===== src/rtl/cmp_pipe.sv =====
// rtl/cmp_pipe.sv - pipelined branch/set-condition comparator with valid/ready handshake and flush
module cmp_pipe #(
    parameter int WIDTH = 32,
    parameter int LAT   = 2,
    parameter int TAGW  = 5
) (
    input  logic             clk,
    input  logic             reset,
    input  logic             in_valid,
    output logic             in_ready,
    input  logic [2:0]       op,
    input  logic [WIDTH-1:0] a,
    input  logic [WIDTH-1:0] b,
    input  logic [TAGW-1:0]  tag,
    input  logic             flush,
    output logic             out_valid,
    input  logic             out_ready,
    output logic             cmp,
    output logic [TAGW-1:0]  out_tag
);

    logic [WIDTH:0]  diff;
    logic            eq;
    logic            ovf;
    logic            lt;
    logic            ltu;
    logic            a_neg;
    logic            a_zero;
    logic            res;
    logic            adv;

    logic [LAT-1:0]  v_q;
    logic [LAT-1:0]  c_q;
    logic [TAGW-1:0] t_q [LAT];

    // One subtractor serves equality, signed and unsigned ordering.
    always_comb begin
        diff   = {1'b0, a} - {1'b0, b};
        eq     = ~|diff[WIDTH-1:0];
        ltu    = diff[WIDTH];
        ovf    = (a[WIDTH-1] ^ b[WIDTH-1]) & (diff[WIDTH-1] ^ a[WIDTH-1]);
        lt     = diff[WIDTH-1] ^ ovf;
        a_neg  = a[WIDTH-1];
        a_zero = (a == '0);
        res    = 1'b0;
        case (op)
            3'b000:  res = ~eq;
            3'b001:  res = eq;
            3'b010:  res = lt;
            3'b011:  res = ltu;
            3'b100:  res = ~a_neg;
            3'b101:  res = a_neg;
            3'b110:  res = a_neg | a_zero;
            3'b111:  res = ~a_neg & ~a_zero;
            default: res = 1'b0;
        endcase
    end

    // The whole pipe moves together; bubbles are only squeezed out at the tail.
    assign adv      = out_ready | ~v_q[LAT-1];
    assign in_ready = adv;

    always_ff @(posedge clk or negedge reset) begin
        if (!reset) begin
            v_q <= '0;
            c_q <= '0;
            for (int i = 0; i < LAT; i++) begin
                t_q[i] <= '0;
            end
        end else begin
            if (adv) begin
                v_q[0] <= in_valid;
                c_q[0] <= res;
                t_q[0] <= tag;
                for (int i = 1; i < LAT; i++) begin
                    v_q[i] <= v_q[i-1];
                    c_q[i] <= c_q[i-1];
                    t_q[i] <= t_q[i-1];
                end
            end
            // Flush overrides both shift and stall; data bits are left stale.
            if (flush) begin
                v_q <= '0;
            end
        end
    end

    assign out_valid = v_q[LAT-1];
    assign cmp       = c_q[LAT-1];
    assign out_tag   = t_q[LAT-1];

endmodule


===== config.mk =====
export PLATFORM = sky130hd
export DESIGN_NAME = cmp_pipe
export DESIGN_NICKNAME = d
export VERILOG_FILES = /design/src/rtl/cmp_pipe.sv
export SDC_FILE = /design/constraint.sdc
export NUM_CORES = 1
export LEC_CHECK = 0
export CAP_MARGIN = 20
export CORE_MARGIN = 4
export CORE_UTILIZATION = 48
export CTS_CLUSTER_DIAMETER = 120
export DETAILED_ROUTE_END_ITERATION = 7
export PLACE_DENSITY = 0.82
export SLEW_MARGIN = 30
export SYNTH_ARGS = -nofsm -noshare
export SYNTH_HDL_FRONTEND = slang
export SYNTH_SLANG_ARGS = --single-unit

===== constraint.sdc =====
create_clock -name clk -period 1.3 [get_ports clk]
set_input_delay 0.195 -clock clk [delete_from_list [all_inputs] [get_ports clk]]
set_output_delay 0.195 -clock clk [all_outputs]
set_load 0.005 [all_outputs]

### Word level (Yosys, flattened, before mapping)

Index checks and enable logic that the tools add are counted.

* bits in registers: 14
* latch bits: 0
* RAM bits: 0
* memory bits (read-only): 0
* bits of input ports: 77
* output and inout port bits: 8
* memories: 0

* add/subtract/negate cells: 1
* multiply operators: 0
* divide/modulo/power cells: 0
* magnitude comparators: 0
* equal/unequal tests: 7
* shift operators: 0
* multiplexer cells: 3
* bitwise logic cells: 10
* reduce and logical (&&, ||, !) cells: 5

Operators with widths (number)
* subtractor 32 x 32 -> 33 bit: 1
* zero test 32 bit: 1
* OR reduction 32 bit: 1
* == test 3 bit, second input constant: 4
* case mux 1 bit (8 select lines): 1
* == test 3 x 2 -> 1 bit, second input constant: 2
* 2-to-1 mux 2 bit: 2
* == test 3 x 1 -> 1 bit, second input constant: 1
* zero test 3 bit: 1
* inverter 1 bit: 3
* bitwise XOR 1 bit: 3
* AND 1 bit: 2
* bitwise OR 1 bit: 2
* nonzero test 2 bit: 1
* zero test 1 bit: 1

### Depth between registers and ports, before layout

* depth in word-level cells: 5
* gate-level depth with buffers: 20
* gate-level depth less buffers: 19

### Worst setup path after synthesis

OpenSTA, ideal clock, no wires.

* kind: input port to flip-flop
* start: in b[9]
* end: reg c_q[0]
* setup time: 0.120 ns
* arrival: 4.537 ns
* data required time: 1.180 ns
* path slack: -3.357 ns
* cell stages on the path: 19
* path buffers: 0
* path through: inv_1 -> ha_1 -> a21oi_2 -> nand2_1 -> a221o_1 -> a22oi_1 -> a31oi_1 -> o311a_1 -> or2_2 -> fa_1 -> nor2_1 -> nand4_1 -> nor4_1 -> o2111ai_1 -> nor4_1 -> nand4_1 -> or4_1 -> or4_1 -> a31o_1

* cells in the longest elaborated chain, start to end: 5

Ends and longest elaborated chain
* start: declaration: line 13 `input logic [WIDTH-1:0] b,`
* subtractor 32 x 32 -> 33 bit (*): line 38 `diff = {1'b0, a} - {1'b0, b};`
* bitwise XOR 1 bit: line 41 `ovf = (a[WIDTH-1] ^ b[WIDTH-1]) & (diff[WIDTH-1] ^ a[WIDTH-1]);`
* AND 1 bit: line 41
* bitwise XOR 1 bit: line 42 `lt = diff[WIDTH-1] ^ ovf;`
* case mux 1 bit (8 select lines) (*): line 46 `case (op)`
* end signal: assignment: line 73 `c_q[0] <= res;`
* end signal: indexed assignment: line 77 `c_q[i] <= c_q[i-1];`
* end: declaration: line 33 `logic [LAT-1:0] c_q;`

Every way passes the cells marked *; elsewhere a longest branch is shown, timed or not.
A chain may end at the register's enable or synchronous reset.

### Worst setup path in the final report

* start: in b[8]
* end: reg c_q[0]

Same word-level chain as after synthesis.

==> results.sh <==
export IMPL_run_status="finished with violations"
export IMPL_violations="negative setup slack"
export IMPL_synth_cell_area_mm2=0.00276
export IMPL_post_detail_place_hpwl_um=8510
export IMPL_cp_max_fo=4
export IMPL_critical_path_class="input pin to register"
export IMPL_cp_slowest_cell="sky130_fd_sc_hd__or4_4"
export IMPL_maxSlewHeadroom_pct=68.9
export IMPL_drive_gt1_share_pct=33.3
export IMPL_slew_viol_final=0
export IMPL_timing_critical_path_to_type="register"
export IMPL_grt_first_pass_wirelength_um=18400
export IMPL_hold_path_class="input pin to async pin"
export IMPL_ir_drop_v=0.000475
export IMPL_total_switching_power_mw=1.13
export IMPL_number_of_hold_violations_in_the_final_report=0
export IMPL_critical_path_startpoint_type="input pin"
export IMPL_rows=27
export IMPL_start_util_pct=49.8
export IMPL_fin_worst_hold_slack_ns=0.262
export IMPL_power_static_leakage_nw=2.29
export IMPL_synthCells=365
export IMPL_grt_remaining_overflow=0
export IMPL_power_density_cell_area_mw_per_mm2=612
export IMPL_internal_power_mw=1.83
export IMPL_sequence_of_cells_on_the_critical_path="clkdlybuf4s50_1 > inv_1 > ha_4 > nand3_1 > nand2_1 > a221o_1 > a22oi_2 > a31oi_1 > o311a_1 > or2_4 > fa_1 > nor2_2 > nand4_1 > nor4_2 > o2111ai_1 > nor4_2 > nand4_1 > or4_4 > or4_1 > a31o_1"
export IMPL_cts_made_buffers=3
export IMPL_post_synth_num_cell_types=68
export IMPL_clk_pin_slew_worst_paths_ns=0.06
export IMPL_ranking_of_synthesized_cells_by_area="sky130_fd_sc_hd__ha_1, sky130_fd_sc_hd__dfrtp_1, sky130_fd_sc_hd__inv_1"
export IMPL_synth_edff_count=0
export IMPL_cts_hold_repair_buffers=0
export IMPL_share_clk_of_total_power_pct=14.8
export IMPL_sequentialPowerShare_pct=16.9
export IMPL_layout_area_overhead_pct=76.0
export IMPL_ys_async_sr_fraction_pct=100
export IMPL_num_antenna_cells=0
export IMPL_finalWirelength_um=11800
export IMPL_drt_antenna_violating_nets=0
export IMPL_drc=0
export IMPL_die_w_um=83.8
export IMPL_avgSynthCellArea_um2=7.55
export IMPL_worst_slew_pin_slew_ns=0.455
export IMPL_synth_largest_area_cell="sky130_fd_sc_hd__ha_1"
export IMPL_switching_share_pct=38.2
export IMPL_first_global_vias=3955
export IMPL_port_buffers=84
export IMPL_cts_htree_levels=1
export IMPL_detail_route_first_pass_iterations=5
export IMPL_drt_iter0_markers=406
export IMPL_dr_total_vias=3913
export IMPL_cap_viol_max_count=0
export IMPL_ys_flop_type="sky130_fd_sc_hd__dfrtp_1"
export IMPL_design_final_nets=690
export IMPL_grt_start_max_net_pins=15
export IMPL_finalCriticalPeriod_ns=4.85
export IMPL_number_of_antenna_violations_at_the_first_check_in_global_routing=0
export IMPL_timing_clock_skew_ns=0.00181
export IMPL_crit_required_ns=1.44
export IMPL_placed_cells=641
export IMPL_detail_route_wl_per_cell_um=18.1
export IMPL_fp_dieArea_mm2=0.00702
export IMPL_gp_congestion=0.922
export IMPL_final_min_period_over_clock_period_pct=373
export IMPL_final_setup_slack_of_the_worst_path_ns=-3.55
export IMPL_pre_cts_slack_ns=-4.01
export IMPL_cp_arrival_ns=5.00
export IMPL_synth_top_area_share_pct=14.5
export IMPL_grt_usage_pct=31.5
export IMPL_coreArea_mm2=0.00554
export IMPL_die_extent_in_y_um=83.8
export IMPL_cts_path_max_buffers=2
export IMPL_clk_insertion_delay_late_ns=0.25
export IMPL_grt_setup_unrepaired="yes"
export IMPL_design_portCount=85
export IMPL_cts_sink_count=14
export IMPL_cp_slowest_stage_delay_ns=0.51
export IMPL_ys_warnings_count=0
export IMPL_power_share_combinational_pct=68.3
export IMPL_tritoncts="built"
export IMPL_detail_route_vias_per_cell=6.01
export IMPL_synth_net_count=475
export IMPL_ys_ff_latch=14
export IMPL_max_freq_mhz=206
export IMPL_synth_sequential_area_ratio_pct=12.7
export IMPL_fin_cells=651
export IMPL_clockRootBuffer="sky130_fd_sc_hd__clkbuf_8"
export IMPL_setup_viol=1
==> flip-flops by register name (all words and copies together) (netlist names) <==
register	cells
t_q	5
out_tag	5
v_q	2
c_q	2
==> timing repair <==
action	4_1_cts	5_1_grt
setup endpoints to repair	7	6
pin swaps	13	1
buffers inserted	5	1
resized for setup	32	9
==> Yosys cell counts (all sizes together) (5+ instances only) <==
cell type and number:
nand4 7, o21a 6, nor2b 6, o21ai 20, nand2b 9, inv 47, dfrtp 14, o211ai 8
mux2i 7, nor4 12, a21oi 31, nor3 8, nor2 24, nand2 29, nand3 5, buf 11
mux2 12, ha 32
==> metrics by stage <==
step | util, % | total power [mW] | TNS [ns] | instance area (µm²)
after floorplan | - | 1.40 | -3.25 | 2770
final | 87.6 | 2.97 | -3.55 | 4850
after global routing | 87.6 | 3.13 | -3.69 | 4850
after global placement | 82.8 | 2.28 | -4.96 | 4590
after detailed placement | 82.8 | 2.34 | -5.93 | 4590
after CTS | 86.8 | 2.86 | -3.46 | 4810
==> worst max-delay path, delay by kind of cell <==
kind	cells	cell delay [ns]
compound gates	6	1.47
fa+ha+maj	2	0.68
buf+inv	2	0.52
simple gates	10	2.12
==> cells by family after synthesis <==
family / count (synthesis) / synth area share [%]
and+or+nand+nor: 122 / 23.4
AOI/OAI and AO/OA: 112 / 29.0
buffers and inverters: 58 / 9.99
adders and majority gates: 33 / 15.3
muxes: 19 / 7.44
DFF: 14 / 12.7
xor gates and xnor gates: 7 / 2.22
==> per-layer routing <==
| metal | GRT usage, % | vias up | routed length, µm | part of all wire [%] |
|---|---|---|---|---|
| li1 | - | 1789 | - | - |
| met3 | 4.74 | 46 | 896 | 7.6 |
| met2 | 59.0 | 269 | 5880 | 50 |
| met1 | 34.8 | 1809 | 4610 | 39 |
| met5 | 0 | - | 0 | 0 |
| met4 | 13.9 | 0 | 420 | 3.6 |
==> power groups by stage <==
stage | Sequential [mW] | Combinational (mW) | Clock, mW
finish | 0.500 | 2.03 | 0.440
CTS | 0.495 | 1.93 | 0.432
global placement | 0.497 | 1.78 | 0
global route | 0.501 | 2.17 | 0.459
floorplan | 0.495 | 0.900 | 0
detailed placement | 0.502 | 1.84 | 0
==> cell type report <==
| class | count | area [µm²] |
|---|---|---|
| flip-flops and latches | 14 | 350 |
| inverters | 47 | 176 |
| fillers | 307 | 688 |
| repair buffers | 221 | 1870 |
| well taps | 72 | 90.1 |
| clock buffers | 4 | 55.1 |
| multi-input cells | 293 | 2310 |
==> path summary, 6_finish.rpt <==
check / start / end / slack [ns] / depth (start not counted)
setup / recovery: b[8] / c_q[0]$_DFFE_PN0P_ / -3.55 / 20
max in group asynchronous: reset / v_q[0]$_DFFE_PN0P_ / 0.87 / 2
min in group clk: flush / v_q[1]$_DFFE_PN0P_ / 0.51 / 2
hold / removal: reset / out_tag[2]$_DFFE_PN0P_ / 0.26 / 2
hold reg to reg: out_tag[2]$_DFFE_PN0P_ / out_tag[2]$_DFFE_PN0P_ / 0.51 / 1
setup reg to reg: v_q[1]$_DFFE_PN0P_ / out_tag[4]$_DFFE_PN0P_ / 0 / 4
==> placed cells by master (no fill, tap or decap), drive strengths merged, types with 5 or more instances in the layout <==
cell type	netlist	final
buf	11	137
clkdlybuf4s50	0	69
inv	47	47
ha	32	32
a21oi	31	31
nand2	29	29
nor2	24	24
o21ai	20	20
dfrtp	14	14
mux2	12	12
nor4	12	12
dlygate4sd2	0	10
nand2b	9	9
nor3	8	8
o211ai	8	8
nand4	7	7
mux2i	7	7
o21a	6	6
nor2b	6	6
nand3	5	5
Power figures use the tool's default switching activity.
